File: src/rtl/fwd_hazard_ctrl.sv
// fwd_hazard_ctrl: operand forwarding and load-use stall control for the rv32 pipeline.
// For every decode source operand the youngest matching writer stage is selected;
// its result is registered into fwd_hit/fwd_data for execute one cycle later.
// A load whose data is not yet on stg_data holds decode via a small stall FSM.
// Optional statistics counters are built only when FWD_STATS_EN is defined.
module fwd_hazard_ctrl #(
   parameter int XLEN     = 32,
   parameter int NSRC     = 2,
   parameter int NSTG     = 3,
   parameter int LOAD_STG = 1
) (
   input  logic                   clk,
   input  logic                   rst,
   input  logic                   flush,
   input  logic                   de_valid,
   input  logic [NSRC*5-1:0]      de_rs,
   input  logic [NSRC-1:0]        de_rs_used,
   input  logic [NSTG-1:0]        stg_valid,
   input  logic [NSTG-1:0]        stg_wen,
   input  logic [NSTG-1:0]        stg_is_load,
   input  logic [NSTG*5-1:0]      stg_rd,
   input  logic [NSTG*XLEN-1:0]   stg_data,
   output logic                   stall,
   output logic [NSRC-1:0]        fwd_hit,
   output logic [NSRC*XLEN-1:0]   fwd_data,
   output logic [31:0]            stat_stall_cycles,
   output logic [31:0]            stat_fwd_events
);

   localparam int CW = $clog2(NSTG + 1);

   localparam logic [0:0] ST_IDLE  = 1'b0;
   localparam logic [0:0] ST_STALL = 1'b1;

   logic [0:0]           state_q, state_d;
   logic [CW-1:0]        cnt_q, cnt_d;
   logic [NSRC-1:0]      fwd_hit_q, fwd_hit_d;
   logic [NSRC*XLEN-1:0] fwd_data_q, fwd_data_d;

   logic [NSRC-1:0]      win_found_s;
   logic [NSRC-1:0]      win_ready_s;
   logic [NSRC*XLEN-1:0] win_data_s;
   logic [NSRC*CW-1:0]   win_wait_s;
   logic [CW-1:0]        max_wait_s;
   logic                 not_ready_s;
   logic                 stall_s;

   // Pick the youngest matching producer per operand; scanning old-to-young lets younger overwrite.
   always_comb begin
      win_found_s = '0;
      win_ready_s = '0;
      win_data_s  = '0;
      win_wait_s  = '0;
      for (int s = 0; s < NSRC; s++) begin
         for (int k = NSTG - 1; k >= 0; k--) begin
            if (de_valid && de_rs_used[s] && stg_valid[k] && stg_wen[k] &&
                (stg_rd[5*k +: 5] == de_rs[5*s +: 5]) && (de_rs[5*s +: 5] != 5'd0)) begin
               win_found_s[s]              = 1'b1;
               win_data_s[XLEN*s +: XLEN]  = stg_data[XLEN*k +: XLEN];
               if (stg_is_load[k] && (k < LOAD_STG)) begin
                  win_ready_s[s]          = 1'b0;
                  win_wait_s[CW*s +: CW]  = CW'(LOAD_STG - k);
               end else begin
                  win_ready_s[s]          = 1'b1;
                  win_wait_s[CW*s +: CW]  = '0;
               end
            end else begin
               // no match here: keep whatever an older stage selected
               win_found_s[s] = win_found_s[s];
            end
         end
      end
   end

   // Largest wait over all operands decides how long decode is held.
   always_comb begin
      max_wait_s = '0;
      for (int s = 0; s < NSRC; s++) begin
         if (win_wait_s[CW*s +: CW] > max_wait_s) begin
            max_wait_s = win_wait_s[CW*s +: CW];
         end else begin
            max_wait_s = max_wait_s;
         end
      end
      not_ready_s = (max_wait_s != '0);
   end

   // Stall is combinational so decode is held in the detection cycle; rst and flush mask it at once.
   always_comb begin
      stall_s = !rst && !flush && ((state_q == ST_STALL) || not_ready_s);
   end

   // Stall FSM next state: first stall cycle happens in IDLE, remaining ones are counted in STALL.
   always_comb begin
      state_d = state_q;
      cnt_d   = cnt_q;
      if (flush) begin
         state_d = ST_IDLE;
         cnt_d   = '0;
      end else begin
         case (state_q)
            ST_IDLE: begin
               if (not_ready_s) begin
                  cnt_d   = max_wait_s - CW'(1);
                  state_d = (max_wait_s > CW'(1)) ? ST_STALL : ST_IDLE;
               end else begin
                  cnt_d   = '0;
                  state_d = ST_IDLE;
               end
            end
            ST_STALL: begin
               if (cnt_q <= CW'(1)) begin
                  cnt_d   = '0;
                  state_d = ST_IDLE;
               end else begin
                  cnt_d   = cnt_q - CW'(1);
                  state_d = ST_STALL;
               end
            end
            default: begin
               cnt_d   = '0;
               state_d = ST_IDLE;
            end
         endcase
      end
   end

   // Forwarding capture: execute gets a bubble (all zero) whenever decode is held or flushed.
   always_comb begin
      fwd_hit_d  = '0;
      fwd_data_d = '0;
      if (flush || stall_s) begin
         fwd_hit_d  = '0;
         fwd_data_d = '0;
      end else begin
         fwd_hit_d  = win_found_s & win_ready_s;
         fwd_data_d = win_data_s;
      end
   end

   // State and forwarding registers.
   always_ff @(posedge clk or posedge rst) begin
      if (rst) begin
         state_q    <= ST_IDLE;
         cnt_q      <= '0;
         fwd_hit_q  <= '0;
         fwd_data_q <= '0;
      end else begin
         state_q    <= state_d;
         cnt_q      <= cnt_d;
         fwd_hit_q  <= fwd_hit_d;
         fwd_data_q <= fwd_data_d;
      end
   end

   assign stall    = stall_s;
   assign fwd_hit  = fwd_hit_q;
   assign fwd_data = fwd_data_q;

`ifdef FWD_STATS_EN
   logic [31:0] stat_stall_q;
   logic [31:0] stat_fwd_q;
   logic [32:0] fwd_sum_s;

   // Saturating sum for the forwarding-event counter.
   always_comb begin
      fwd_sum_s = {1'b0, stat_fwd_q} + 33'($countones(fwd_hit_d));
   end

   // Statistics counters: saturate at all-ones, cleared only by rst.
   always_ff @(posedge clk or posedge rst) begin
      if (rst) begin
         stat_stall_q <= 32'd0;
         stat_fwd_q   <= 32'd0;
      end else begin
         if (stall_s && (stat_stall_q != 32'hFFFF_FFFF)) begin
            stat_stall_q <= stat_stall_q + 32'd1;
         end else begin
            stat_stall_q <= stat_stall_q;
         end
         if (fwd_sum_s[32]) begin
            stat_fwd_q <= 32'hFFFF_FFFF;
         end else begin
            stat_fwd_q <= fwd_sum_s[31:0];
         end
      end
   end

   assign stat_stall_cycles = stat_stall_q;
   assign stat_fwd_events   = stat_fwd_q;
`else
   assign stat_stall_cycles = 32'd0;
   assign stat_fwd_events   = 32'd0;
`endif

endmodule

File: config.mk
export PLATFORM = sky130hd
export DESIGN_NAME = fwd_hazard_ctrl
export DESIGN_NICKNAME = d
export VERILOG_FILES = /design/src/rtl/fwd_hazard_ctrl.sv
export SDC_FILE = /design/constraint.sdc
export NUM_CORES = 1
export LEC_CHECK = 0
export CELL_PAD_IN_SITES_DETAIL_PLACEMENT = 0
export CELL_PAD_IN_SITES_GLOBAL_PLACEMENT = 2
export CORE_MARGIN = 2
export CORE_UTILIZATION = 20
export CTS_BUF_LIST = sky130_fd_sc_hd__clkbuf_4 sky130_fd_sc_hd__clkbuf_8
export CTS_CLUSTER_SIZE = 14
export DETAILED_ROUTE_END_ITERATION = 8
export MAX_ROUTING_LAYER = met4
export PLACE_DENSITY_LB_ADDON = 0.1
export SETUP_SLACK_MARGIN = 0.2
export SKIP_CTS_REPAIR_TIMING = 1
export SLEW_MARGIN = 20
export SYNTH_ARGS = -nofsm -noshare
export SYNTH_HDL_FRONTEND = slang
export SYNTH_SLANG_ARGS = --single-unit
File: constraint.sdc
create_clock -name clk -period 3.6 [get_ports clk]
set_clock_uncertainty 0.15 [all_clocks]
set_input_delay 0.9 -clock clk [delete_from_list [all_inputs] [get_ports clk]]
set_output_delay 0.9 -clock clk [all_outputs]
set_load 0.005 [all_outputs]
* Word-level counts from Yosys, hierarchy flattened
Cells that the tools add are included.
Operators by class: add/sub/neg operators 2, $lt $le $gt $ge 4, equal/unequal tests 6, mux-type cells 31, bitwise logic cells 2, reduce and logical (&&, ||, !) cells 35
Operators by type and width (number):
- $mux W32 | 6
- $mux W64 | 1
- $eq A5 B5 Y1 | 6
- $logic_and A1 B1 Y1 | 28
- $mux W1 | 15
- $mux W2 | 7
- $reduce_bool A5 Y1 | 2
- $gt A2 B1 Y1 const B | 2
- $pmux W2 S2 | 1
- $sub A2 B1 Y2 const B | 2
- $and A2 B2 Y2 | 1
- $gt A2 B2 Y1 | 1
- $le A2 B1 Y1 const B | 1
- $logic_not A1 Y1 | 2
- $logic_or A1 B1 Y1 | 2
- $pmux W1 S2 | 1
- $reduce_bool A2 Y1 | 1
- $not A1 Y1 | 1
Word-level totals: bits in registers 69, bits of input ports 136, output and inout bits 131, logic and storage cells 84

* Depth between registers and ports, before layout
Gate-level depths: netlist (run 1).
word-level depth 15, depth in mapped cells 8

* Worst setup path after synthesis (run 1)
Ideal clock, no wire load.
path kind input-to-output, start point in stg_rd[2], end point out stall, arrival time 2.467 ns, data required time 2.550 ns, slack 0.083 ns, stages on the path 8, cell sequence xnor2_1 > nand4_1 > nor4_2 > o21ai_2 > a21oi_2 > buf_6 > buf_4 > nor2b_1
Between the ends: cells in the longest elaborated chain, start to end 11, elaborated cells on any way between the ends 15
RTL lines:
- from (decl) | RTL line 21 | input logic [NSTG*5-1:0] stg_rd,
- $eq A5 B5 Y1 | RTL line 57 | (stg_rd[5*k +: 5] == de_rs[5*s +: 5]) && (de_rs[5*s +: 5] != 5'd0)) begin
- $logic_and A1 B1 Y1 | RTL line 56 | if (de_valid && de_rs_used[s] && stg_valid[k] && stg_wen[k] &&
- $logic_and A1 B1 Y1 | RTL line 57
- $mux W1 | RTL line 56
- $gt A2 B1 Y1 | RTL line 79 | if (win_wait_s[CW*s +: CW] > max_wait_s) begin
- $mux W2 | RTL line 79
- $gt A2 B2 Y1 | RTL line 79
- $mux W2 * | RTL line 79
- $reduce_bool A2 Y1 * | RTL line 85 | not_ready_s = (max_wait_s != '0);
- $logic_or A1 B1 Y1 * | RTL line 90 | stall_s = !rst && !flush && ((state_q == ST_STALL) || not_ready_s);
- $logic_and A1 B1 Y1 * | RTL line 90
- to (decl) | RTL line 23 | output logic stall,
Every way passes the cells marked *; elsewhere a longest branch is shown, timed or not.

* Worst setup path after layout (run 1)
start point in de_rs[8], end point out stall
Between the ends: cells in the longest elaborated chain, start to end 9, elaborated cells on any way between the ends 10
RTL lines:
- from (decl) | RTL line 16 | input logic [NSRC*5-1:0] de_rs,
- $eq A5 B5 Y1 | RTL line 57
- $logic_and A1 B1 Y1 | RTL line 56
- $logic_and A1 B1 Y1 * | RTL line 57
- $mux W2 * | RTL line 56
- $gt A2 B2 Y1 | RTL line 79
- $mux W2 * | RTL line 79
- $reduce_bool A2 Y1 * | RTL line 85
- $logic_or A1 B1 Y1 * | RTL line 90
- $logic_and A1 B1 Y1 * | RTL line 90
Marks and branches as above.

==> flow_summary.json, run 1 <==
{
  "run_status": "complete, no violations",
  "cts_tree": "built",
  "die_width_um": 147,
  "rr_startpoint": "state_q",
  "top_count_cell_post_synth": "dfrtp_1",
  "commonest_register_cell_after_synthesis": "dfrtp_1",
  "post_synth_main_area_contributors": "dfrtp_1 42%, a221oi_1 14%, buf_4 12%",
  "detailedRoute.firstPassIterationCount": 5,
  "placed_cells_incl_taps": 898,
  "placementRows": 52,
  "static-leakage-power_nw": 2.77,
  "powerDensity_nw_per_um2": 260,
  "reg2reg_slack_ns": 1.89,
  "antenna_violating_nets_post_route": 0,
  "worstSetupEndpoint": "stall",
  "syn_area_per_cell_um2": 9.46,
  "ys_seq_area_share_pct": 42.0,
  "number_of_cells_traversed_by_the_worst_register_to_register_path": 4,
  "setup_violations": 0,
  "floorplan.initialDensity_pct": 20.3,
  "max_slew.worst_pin.slew_ns": 0.831,
  "die_area_um2": 21700,
  "largest_driver_fanout_on_the_critical_path": 2,
  "routed-via-count": 4252,
  "worst_setup_path_end_kind": "output port",
  "total_of_fill_cells_in_the_finished_design": 2077,
  "cts_root_buf": "clkbuf_8",
  "groute.usage.overall_pct": 16.9,
  "layout-drive-gt1-share_pct": 11.9,
  "grt_pass1_vias": 4499,
  "sum_of_negative_setup_slack_ns": 0,
  "timing.rr.end": "fwd_data[20]",
  "num_io_pins": 267,
  "cts-root-to-sink-buffers": 2,
  "worst-endpoint-arrival_ns": 2.35,
  "num_antenna_cells": 0,
  "post-route-worst-setup-slack_ns": 0.200,
  "post-route-drc-count": 0,
  "crit_path_launch_type": "primary input",
  "fraction_of_post_synthesis_cell_area_in_the_top_cell_type_by_area_pct": 42.0,
  "netlist_instances": 435,
  "route.final.wire_length_um": 18300,
  "synth-edff-count": 0,
  "finalWeightedCongestion": 0.841,
  "finish.net_count": 779,
  "drc_violation_total_after_the_first_tritonroute_iteration": 227,
  "drv_slew": 0,
  "timing.critical_path.slowest_stage_cell": "or4_4",
  "hp-class": "register to register",
  "vdd.ir_drop.worst_mv": 0.114,
  "clk_pin_slew_worst_paths_ns": 0.07,
  "place_hpwl_um": 12200,
  "critical_path_depth": 8,
  "critical-path-top-cell-by-count": "buf_6",
  "fmaxAchievable_ghz": 0.294,
  "post_synth_most_frequent_cells": "69 x dfrtp_1, 67 x nor2_1, 65 x buf_4",
  "number_of_vias_per_cell_after_detailed_routing": 4.64,
  "cp_data_required_time_ns": 2.55,
  "synth_seq_cells": 69,
  "grt_setup_unrepaired": "true",
  "synth_area_leader_cell": "dfrtp_1",
  "worst_skew_pair.late_latency_ns": 0.36,
  "setup.worst_path.class": "primary input to output port",
  "synth_cell_type_count": 23,
  "io_buffers": 200,
  "core-area_um2": 20200,
  "ys_warn_count": 0,
  "biggest_cell_delay_along_the_critical_path_ns": 0.53,
  "period_minus_slack_ns": 3.40,
  "pre_cts_slack_ns": -0.656,
  "path_delay_family": "simple AND/OR/NAND/NOR gates",
  "netlist_area_um2": 4120,
  "cp_num_buf_inv": 2,
  "hold_viol": 0,
  "final_global_route_overflow_total": 0,
  "setup.worst_path.start": "de_rs[8]",
  "wire_length_of_the_first_global_routing_pass_um": 26700,
  "area_delta_synth_final_pct": 64.1,
  "routed_wire_length_per_instance_um": 19.9,
  "max_slew_margin_vs_limit_pct": 44.6,
  "cts.sinks": 69,
  "grt_max_degree": 69,
  "initial_antenna_violation_count": 0,
  "cts-htree-levels": 3,
  "cts_buffers": 9,
  "proportion_of_synthesized_flip_flops_having_asynchronous_set_or_reset_pct": 100,
  "maxCapViolCount": 0,
  "critical_path.cell_chain": "buf_6 -> or4_4 -> o211ai_4 -> nor4_4 -> o21ai_2 -> a21oi_4 -> nor2b_4 -> buf_6",
  "fin_crit_sh_pct": 94.4,
  "fin_cells": 917,
  "chipHeight_um": 147
}
==> area by class of cell <==
cell class              instances  area, um2  area share [%]
flip-flops and latches         69       1730            25.6
multi-input cells             320       2050            30.4
clock inverters                 4       48.8           0.723
inverters                       4       15.0           0.222
well taps                     270        338            5.00
repair buffers                239       2430            36.0
clock buffers                  11        145            2.15
==> registers in the layout, summed over array words and instances, names as in the netlist <==
register and cells:
cnt_q 2, fwd_hit 2, state_q 1, fwd_data 64
==> routing by layer <==
layer / vias up / GRT usage [%] / wire length (um)
li1: 1936 / - / -
met1: 2077 / 21.0 / 7610
met2: 214 / 27.5 / 9060
met3: 25 / 2.96 / 1200
met4: 0 / 6.30 / 380
met5: - / - / 0
==> logic make-up after synthesis <==
| logic type | count (synthesis) | synth area share, % |
|---|---|---|
| AOI/OAI and AO/OA | 70 | 15.1 |
| xor gates and xnor gates | 30 | 6.38 |
| buffers and inverters | 109 | 16.3 |
| DFF | 69 | 42.0 |
| other | 1 | 0.0911 |
| and+or+nand+nor | 156 | 20.1 |
==> placed cells by master (no fill, tap or decap), drive strengths merged, types with 13 or more instances in the layout <==
| cell | n |
|---|---|
| nor2 | 67 |
| xnor2 | 24 |
| nor4 | 68 |
| conb | 64 |
| buf | 45 |
| clkbuf | 13 |
| clkdlybuf4s50 | 179 |
| a221oi | 64 |
| dfrtp | 69 |
| dlymetal6s2s | 13 |
==> power breakdown <==
part | switching, mW | internal, mW | total, mW
sequential | 0.000668 | 0.777 | 0.777
combinational | 0.138 | 0.175 | 0.313
clock | 0.324 | 0.342 | 0.666
total | 0.462 | 1.29 | 1.76
==> per-stage QoR <==
stage | utilization (%) | hold WS, ns | power, mW | area [um2]
4_1_cts | 33.0 | 0.274 | 1.78 | 6680
3_3_place_gp | 32.1 | 0.262 | 1.10 | 6490
3_5_place_dp | 32.1 | 0.264 | 1.10 | 6490
6_report | 33.4 | 0.272 | 1.76 | 6750
5_1_grt | 33.4 | 0.283 | 1.84 | 6750
2_1_floorplan | - | 0.249 | 0.927 | 4400
==> worst min path at each step <==
stage          startpoint  endpoint  slack (ns)  cells past startpoint
3_5_place_dp     cnt_q[0]  cnt_q[0]        0.26                      1
2_1_floorplan    cnt_q[0]  cnt_q[0]        0.25                      1
3_3_place_gp     cnt_q[0]  cnt_q[0]        0.26                      1
6_report         cnt_q[0]  cnt_q[0]        0.27                      1
4_1_cts          cnt_q[0]  cnt_q[0]        0.27                      1
5_1_grt          cnt_q[0]  cnt_q[0]        0.28                      1
(Power assumes the default switching activity.)
==> run 2: changes to the inputs <==
--- a/config.mk
+++ b/config.mk
@@ -5,10 +5,11 @@
 export SDC_FILE = /design/constraint.sdc
 export NUM_CORES = 1
 export LEC_CHECK = 0
+export ABC_AREA = 1
 export CELL_PAD_IN_SITES_DETAIL_PLACEMENT = 0
 export CELL_PAD_IN_SITES_GLOBAL_PLACEMENT = 2
 export CORE_MARGIN = 2
-export CORE_UTILIZATION = 20
+export CORE_UTILIZATION = 21
 export CTS_BUF_LIST = sky130_fd_sc_hd__clkbuf_4 sky130_fd_sc_hd__clkbuf_8
 export CTS_CLUSTER_SIZE = 14
 export DETAILED_ROUTE_END_ITERATION = 8
==> run 2 against run 1 <==
Effect of this change:
- sequential power about the same
- sequential cell count is the same
- sequential share of layout area fell by 4.3 points
- via count increased by 31%
- non-clock buffer count rose by 18
- design area grew 20%
- fmax rose by 4.9%
- worst hold slack gained 0.0092 ns
- synthesized cell count increased by 86%
- worst setup slack better by 0.16 ns
- first-iteration DRC count fell by 4.4%
- total power up 13%
- critical path type unchanged
- highest routed layer unchanged
==> flow_summary.json, run 2 <==
{
  "run_status": "complete, no violations",
  "layout.cells.most_common": "nand2_1",
  "routed-via-count": 5585,
  "drc_violation_total_after_the_first_tritonroute_iteration": 217,
  "critical_path.cell_chain": "clkdlybuf4s50_1 -> nand2_2 -> a21oi_1 -> nand2_1 -> nor2_2 -> nand3_2 -> nand3_2 -> nand2_1 -> inv_1 -> dlymetal6s2s_1",
  "clockPowerShare_pct": 39.4,
  "layout-drive-gt1-share_pct": 14.0,
  "max_slew_margin_vs_limit_pct": 50.7,
  "crit_path_launch_type": "primary input",
  "initial_antenna_violation_count": 1,
  "worst-endpoint-arrival_ns": 2.19,
  "post-route-worst-setup-slack_ns": 0.359,
  "commonest_register_cell_after_synthesis": "dfrtp_1",
  "clk_pin_slew_worst_paths_ns": 0.09,
  "layout_common_cells": "254 x nand2_1, 183 x clkdlybuf4s50_1, 156 x nand3_1, 69 x dfrtp_1, 64 x conb_1",
  "cts.sinks": 69,
  "die_area_um2": 26900,
  "proportion_of_synthesized_flip_flops_having_asynchronous_set_or_reset_pct": 100,
  "place_hpwl_um": 17100,
  "syn_area_per_cell_um2": 6.62,
  "cts-htree-levels": 3,
  "num_io_pins": 267,
  "area_delta_synth_final_pct": 50.9,
  "fin_cells": 1368,
  "cts_tree": "built",
  "multi_input_gate_area_in_the_final_layout_um2": 2970,
  "worst_setup_path_end_kind": "output port",
  "grt_setup_unrepaired": "false",
  "groute.usage.overall_pct": 17.3,
  "post-route-drc-count": 0,
  "timing.critical_path.slowest_stage_cell": "clkdlybuf4s50_1",
  "intPower_mw": 1.42,
  "setup.worst_path.start": "stg_wen[0]",
  "number_of_vias_per_cell_after_detailed_routing": 4.08,
  "grt_pass1_vias": 5770,
  "grt_max_degree": 44,
  "finalWeightedCongestion": 0.772,
  "netlist_area_um2": 5370,
  "placed_cells_incl_taps": 1350,
  "worst_skew_pair.late_latency_ns": 0.37,
  "comb_power_share_pct": 21.3,
  "post_synth_main_area_contributors": "dfrtp_1 32%, nand2_1 18%, nand3_1 15%",
  "route.met3.wl_um": 1310,
  "biggest_cell_delay_along_the_critical_path_ns": 0.47,
  "cts_buffers": 9,
  "synth_area_leader_cell": "dfrtp_1",
  "route.final.wire_length_um": 22500,
  "maxCapViolCount": 0,
  "total_power_mw": 1.98,
  "setup_violations": 0,
  "max_slew.worst_pin.slew_ns": 0.739,
  "top_count_cell_post_synth": "nand2_1",
  "ys_seq_area_share_pct": 32.2,
  "vdd.ir_drop.worst_mv": 0.184,
  "total_of_fill_cells_in_the_finished_design": 2760,
  "pre_cts_slack_ns": -0.185,
  "path_delay_family": "buffers and inverters",
  "cp_num_buf_inv": 3,
  "synth_cell_type_count": 26,
  "finish.net_count": 1168,
  "largest_register_ff_count": 64,
  "cts-root-to-sink-buffers": 2,
  "rr_startpoint": "state_q",
  "critical_path_depth": 10,
  "netlist_instances": 811,
  "seq_pwr_share_pct": 39.3,
  "antenna_violating_nets_post_route": 0,
  "fin_crit_sh_pct": 90.0,
  "setup.worst_path.class": "primary input to output port",
  "fmaxAchievable_ghz": 0.309,
  "static-leakage-power_nw": 3.96,
  "detail_route.wirelength.met1_um": 10300,
  "total_switching_power_mw": 0.562,
  "smallest_hold_slack_ns": 0.282,
  "number_of_cells_traversed_by_the_worst_register_to_register_path": 7,
  "hp-class": "register to register",
  "top_layer": "met4",
  "io_buffers": 200,
  "chipHeight_um": 164,
  "routed_wire_length_per_instance_um": 16.5,
  "synth_seq_cells": 69,
  "largest_driver_fanout_on_the_critical_path": 3,
  "reg2reg_slack_ns": 2.14,
  "cp_data_required_time_ns": 2.55,
  "die_width_um": 164,
  "wire_length_of_the_first_global_routing_pass_um": 33800,
  "final_global_route_overflow_total": 0,
  "core-area_um2": 25100,
  "sum_of_negative_setup_slack_ns": 0,
  "ys_warn_count": 0,
  "powerDensity_nw_per_um2": 244,
  "hold_viol": 0,
  "register_area_um2": 1730,
  "worstSetupEndpoint": "stall",
  "placementRows": 58,
  "fraction_of_post_synthesis_cell_area_in_the_top_cell_type_by_area_pct": 32.2,
  "cts_root_buf": "clkbuf_8",
  "period_minus_slack_ns": 3.24,
  "drv_slew": 0,
  "post_synth_most_frequent_cells": "257 x nand2_1, 157 x nand3_1, 69 x dfrtp_1",
  "timing.rr.end": "fwd_data[60]",
  "synth-edff-count": 0,
  "power.switching_fraction_pct": 28.4,
  "floorplan.initialDensity_pct": 21.4,
  "wl_met2_um": 10600,
  "detailedRoute.firstPassIterationCount": 5
}
## run 2: through the flow
step | utilization, % | area [um2]
final | 32.3 | 8100
after global routing | 32.3 | 8100
after CTS | 31.9 | 8010
after detailed placement | 31.0 | 7770
after global placement | 31.0 | 7770
after floorplan | - | 5600
## run 2: layer usage
| metal | track usage (%) | vias to the layer above |
|---|---|---|
| li1 | - | 2845 |
| met1 | 22.1 | 2545 |
| met2 | 28.0 | 176 |
| met3 | 3.36 | 19 |
| met4 | 4.63 | 0 |
| met5 | - | - |
## run 2: cell families after synthesis
family,count (synthesis),synth area share (%)
AOI/OAI and AO/OA,5,0.466
and+or+nand+nor,545,46.2
DFF,69,32.2
buffers and inverters,173,18.2
xor gates and xnor gates,18,2.94
other,1,0.0699
## run 2: worst min-delay path by stage
stage | start | endpoint | slack, ns | cells past startpoint
finish | cnt_q[0] | cnt_q[0] | 0.28 | 1
global route | cnt_q[0] | cnt_q[0] | 0.30 | 1
CTS | cnt_q[0] | cnt_q[0] | 0.28 | 1
detailed placement | cnt_q[0] | cnt_q[0] | 0.27 | 1
global placement | cnt_q[0] | cnt_q[0] | 0.27 | 1
floorplan | cnt_q[0] | cnt_q[0] | 0.25 | 1
## run 2: cell type report
| cell class | instances | share of cell area, % |
|---|---|---|
| Clock inverter | 5 | 1.00 |
| Antenna cell | 1 | 0.0309 |
| Tap cell | 330 | 5.10 |
| Sequential cell | 69 | 21.3 |
| Clock buffer | 11 | 1.87 |
| Inverter | 63 | 2.93 |
| Multi-Input combinational cell | 632 | 36.6 |
| Timing Repair Buffer | 257 | 31.1 |
## run 2: power groups by stage
stage | Clock (mW) | Combinational [mW] | Sequential, mW
after CTS | 0.806 | 0.425 | 0.777
after detailed placement | 0 | 0.423 | 0.793
final | 0.781 | 0.421 | 0.777
after global routing | 0.839 | 0.466 | 0.777
after floorplan | 0 | 0.214 | 0.793
after global placement | 0 | 0.425 | 0.793
==> run 3: changes to the inputs <==
--- a/config.mk
+++ b/config.mk
@@ -15,6 +15,7 @@
 export DETAILED_ROUTE_END_ITERATION = 8
 export MAX_ROUTING_LAYER = met4
 export PLACE_DENSITY_LB_ADDON = 0.1
+export REMOVE_ABC_BUFFERS = 1
 export SETUP_SLACK_MARGIN = 0.2
 export SKIP_CTS_REPAIR_TIMING = 1
 export SLEW_MARGIN = 20
==> run 3 against run 2 <==
Effect of this change:
- combinational power down 2%
- die area unchanged
- fmax up 0.62%
- critical path type unchanged
- cell count down 0.51%
==> flow_summary.json, run 3 (same netlist as run 2, synthesis figures left out) <==
{
  "run_status": "complete, no violations",
  "route.final.wire_length_um": 22000,
  "die_area_um2": 26900,
  "vdd.ir_drop.worst_mv": 0.131,
  "register_area_um2": 1730,
  "cts-htree-levels": 3,
  "wire_length_of_the_first_global_routing_pass_um": 32800,
  "setup.worst_path.class": "primary input to output port",
  "chipHeight_um": 164,
  "total_power_mw": 1.80,
  "groute.usage.overall_pct": 16.9,
  "io_buffers": 200,
  "fmaxAchievable_ghz": 0.310,
  "finalWeightedCongestion": 0.795,
  "area_delta_synth_final_pct": 49.1,
  "cp_data_required_time_ns": 2.55,
  "cts_root_buf": "clkbuf_8",
  "hp-class": "register to register",
  "layout.cells.most_common": "nand2_1",
  "routed-via-count": 5598,
  "min_path_cells": 1,
  "routed_wire_length_per_instance_um": 16.2,
  "drv_slew": 0,
  "critical_path.cell_chain": "clkdlybuf4s50_1 -> nand2_1 -> nor2_1 -> nand2_1 -> nor2_1 -> nand3_1 -> nand3_2 -> nand2_1 -> inv_1 -> dlymetal6s2s_1",
  "layout_common_cells": "255 x nand2_1, 184 x clkdlybuf4s50_1, 156 x nand3_1, 69 x dfrtp_1, 64 x conb_1",
  "fin_crit_sh_pct": 89.5,
  "crit_path_launch_type": "primary input",
  "setup_violations": 0,
  "max_slew.worst_pin.slew_ns": 0.785,
  "cts_buffers": 9,
  "biggest_cell_delay_along_the_critical_path_ns": 0.45,
  "hold_viol": 0,
  "detailedRoute.firstPassIterationCount": 4,
  "grt_setup_unrepaired": "false",
  "grt_max_degree": 67,
  "post-route-drc-count": 0,
  "core-area_um2": 25100,
  "critical-path-top-cell-by-count": "nand2_1",
  "powerDensity_nw_per_um2": 225,
  "antenna_violating_nets_post_route": 0,
  "number_of_cells_traversed_by_the_worst_register_to_register_path": 7,
  "drc_violation_total_after_the_first_tritonroute_iteration": 247,
  "timing.critical_path.slowest_stage_cell": "clkdlybuf4s50_1",
  "finish.net_count": 1160,
  "worst_skew_pair.late_latency_ns": 0.35,
  "maxCapViolCount": 0,
  "worst_setup_path_end_kind": "output port",
  "final_global_route_overflow_total": 0,
  "cts_tree": "built",
  "cts-root-to-sink-buffers": 2,
  "largest_driver_fanout_on_the_critical_path": 2,
  "placementRows": 58,
  "smallest_hold_slack_ns": 0.273,
  "largest_register_ff_count": 64,
  "worst-endpoint-arrival_ns": 2.17,
  "clk_pin_slew_worst_paths_ns": 0.07,
  "grt_pass1_vias": 5612,
  "static-leakage-power_nw": 3.90,
  "cts.sinks": 69,
  "floorplan.initialDensity_pct": 21.4,
  "initial_antenna_violation_count": 3,
  "place_hpwl_um": 15200,
  "multi_input_gate_area_in_the_final_layout_um2": 2960,
  "num_io_pins": 267,
  "max_slew_margin_vs_limit_pct": 47.6,
  "total_of_fill_cells_in_the_finished_design": 2783,
  "layout-drive-gt1-share_pct": 13.0,
  "die_width_um": 164,
  "period_minus_slack_ns": 3.22,
  "number_of_vias_per_cell_after_detailed_routing": 4.11
}
-- run 3: routing by layer --
layer / share of wire (%) / global-route usage (%)
met2: 50 / 29.4
met1: 43 / 19.8
met4: 1.0 / 4.47
met5: 0 / -
met3: 5.9 / 3.41
-- run 3: final cells by class --
type | count | share of cell area, %
diodes | 4 | 0.125
inverters | 63 | 2.97
clock inverters | 2 | 0.125
multi-input cells | 632 | 37.0
flip-flops and latches | 69 | 21.6
clock buffers | 12 | 1.99
repair buffers | 249 | 31.0
well taps | 330 | 5.16
-- run 3: worst max-delay path, delay by kind of cell --
kind,cells,cell delay (ns)
AND/OR/NAND/NOR,7,0.65
buffers and inverters,3,0.61
-- run 3: worst paths after layout --
path,start,to,slack (ns)
hold reg to reg,cnt_q[0],cnt_q[0],0.27
min in group asynchronous,rst,fwd_data[40],0.87
setup reg to reg,state_q,fwd_data[58],2.11
hold / removal,cnt_q[0],cnt_q[0],0.27
setup / recovery,de_rs_used[1],stall,0.38
max in group asynchronous,rst,fwd_hit[1],1.71
-- run 3: power breakdown --
group	internal [mW]	total (mW)	leakage (nW)	switching, mW
Sequential	0.777	0.777	0.964	0.000657
Clock	0.286	0.612	0.0915	0.326
Combinational	0.207	0.414	2.84	0.207
-- run 3: metrics by stage --
stage / utilization, % / setup TNS, ns / std cells / area (um2) / worst slack (ns)
floorplan: - / 0 / 764 / 4870 / 0.389
global route: 31.9 / 0 / 1360 / 8000 / 0.288
CTS: 31.5 / -0.148 / 1355 / 7900 / -0.148
finish: 31.9 / 0 / 1361 / 8000 / 0.379
global placement: 30.8 / -0.147 / 1341 / 7730 / -0.147
detailed placement: 30.8 / -0.139 / 1341 / 7730 / -0.139
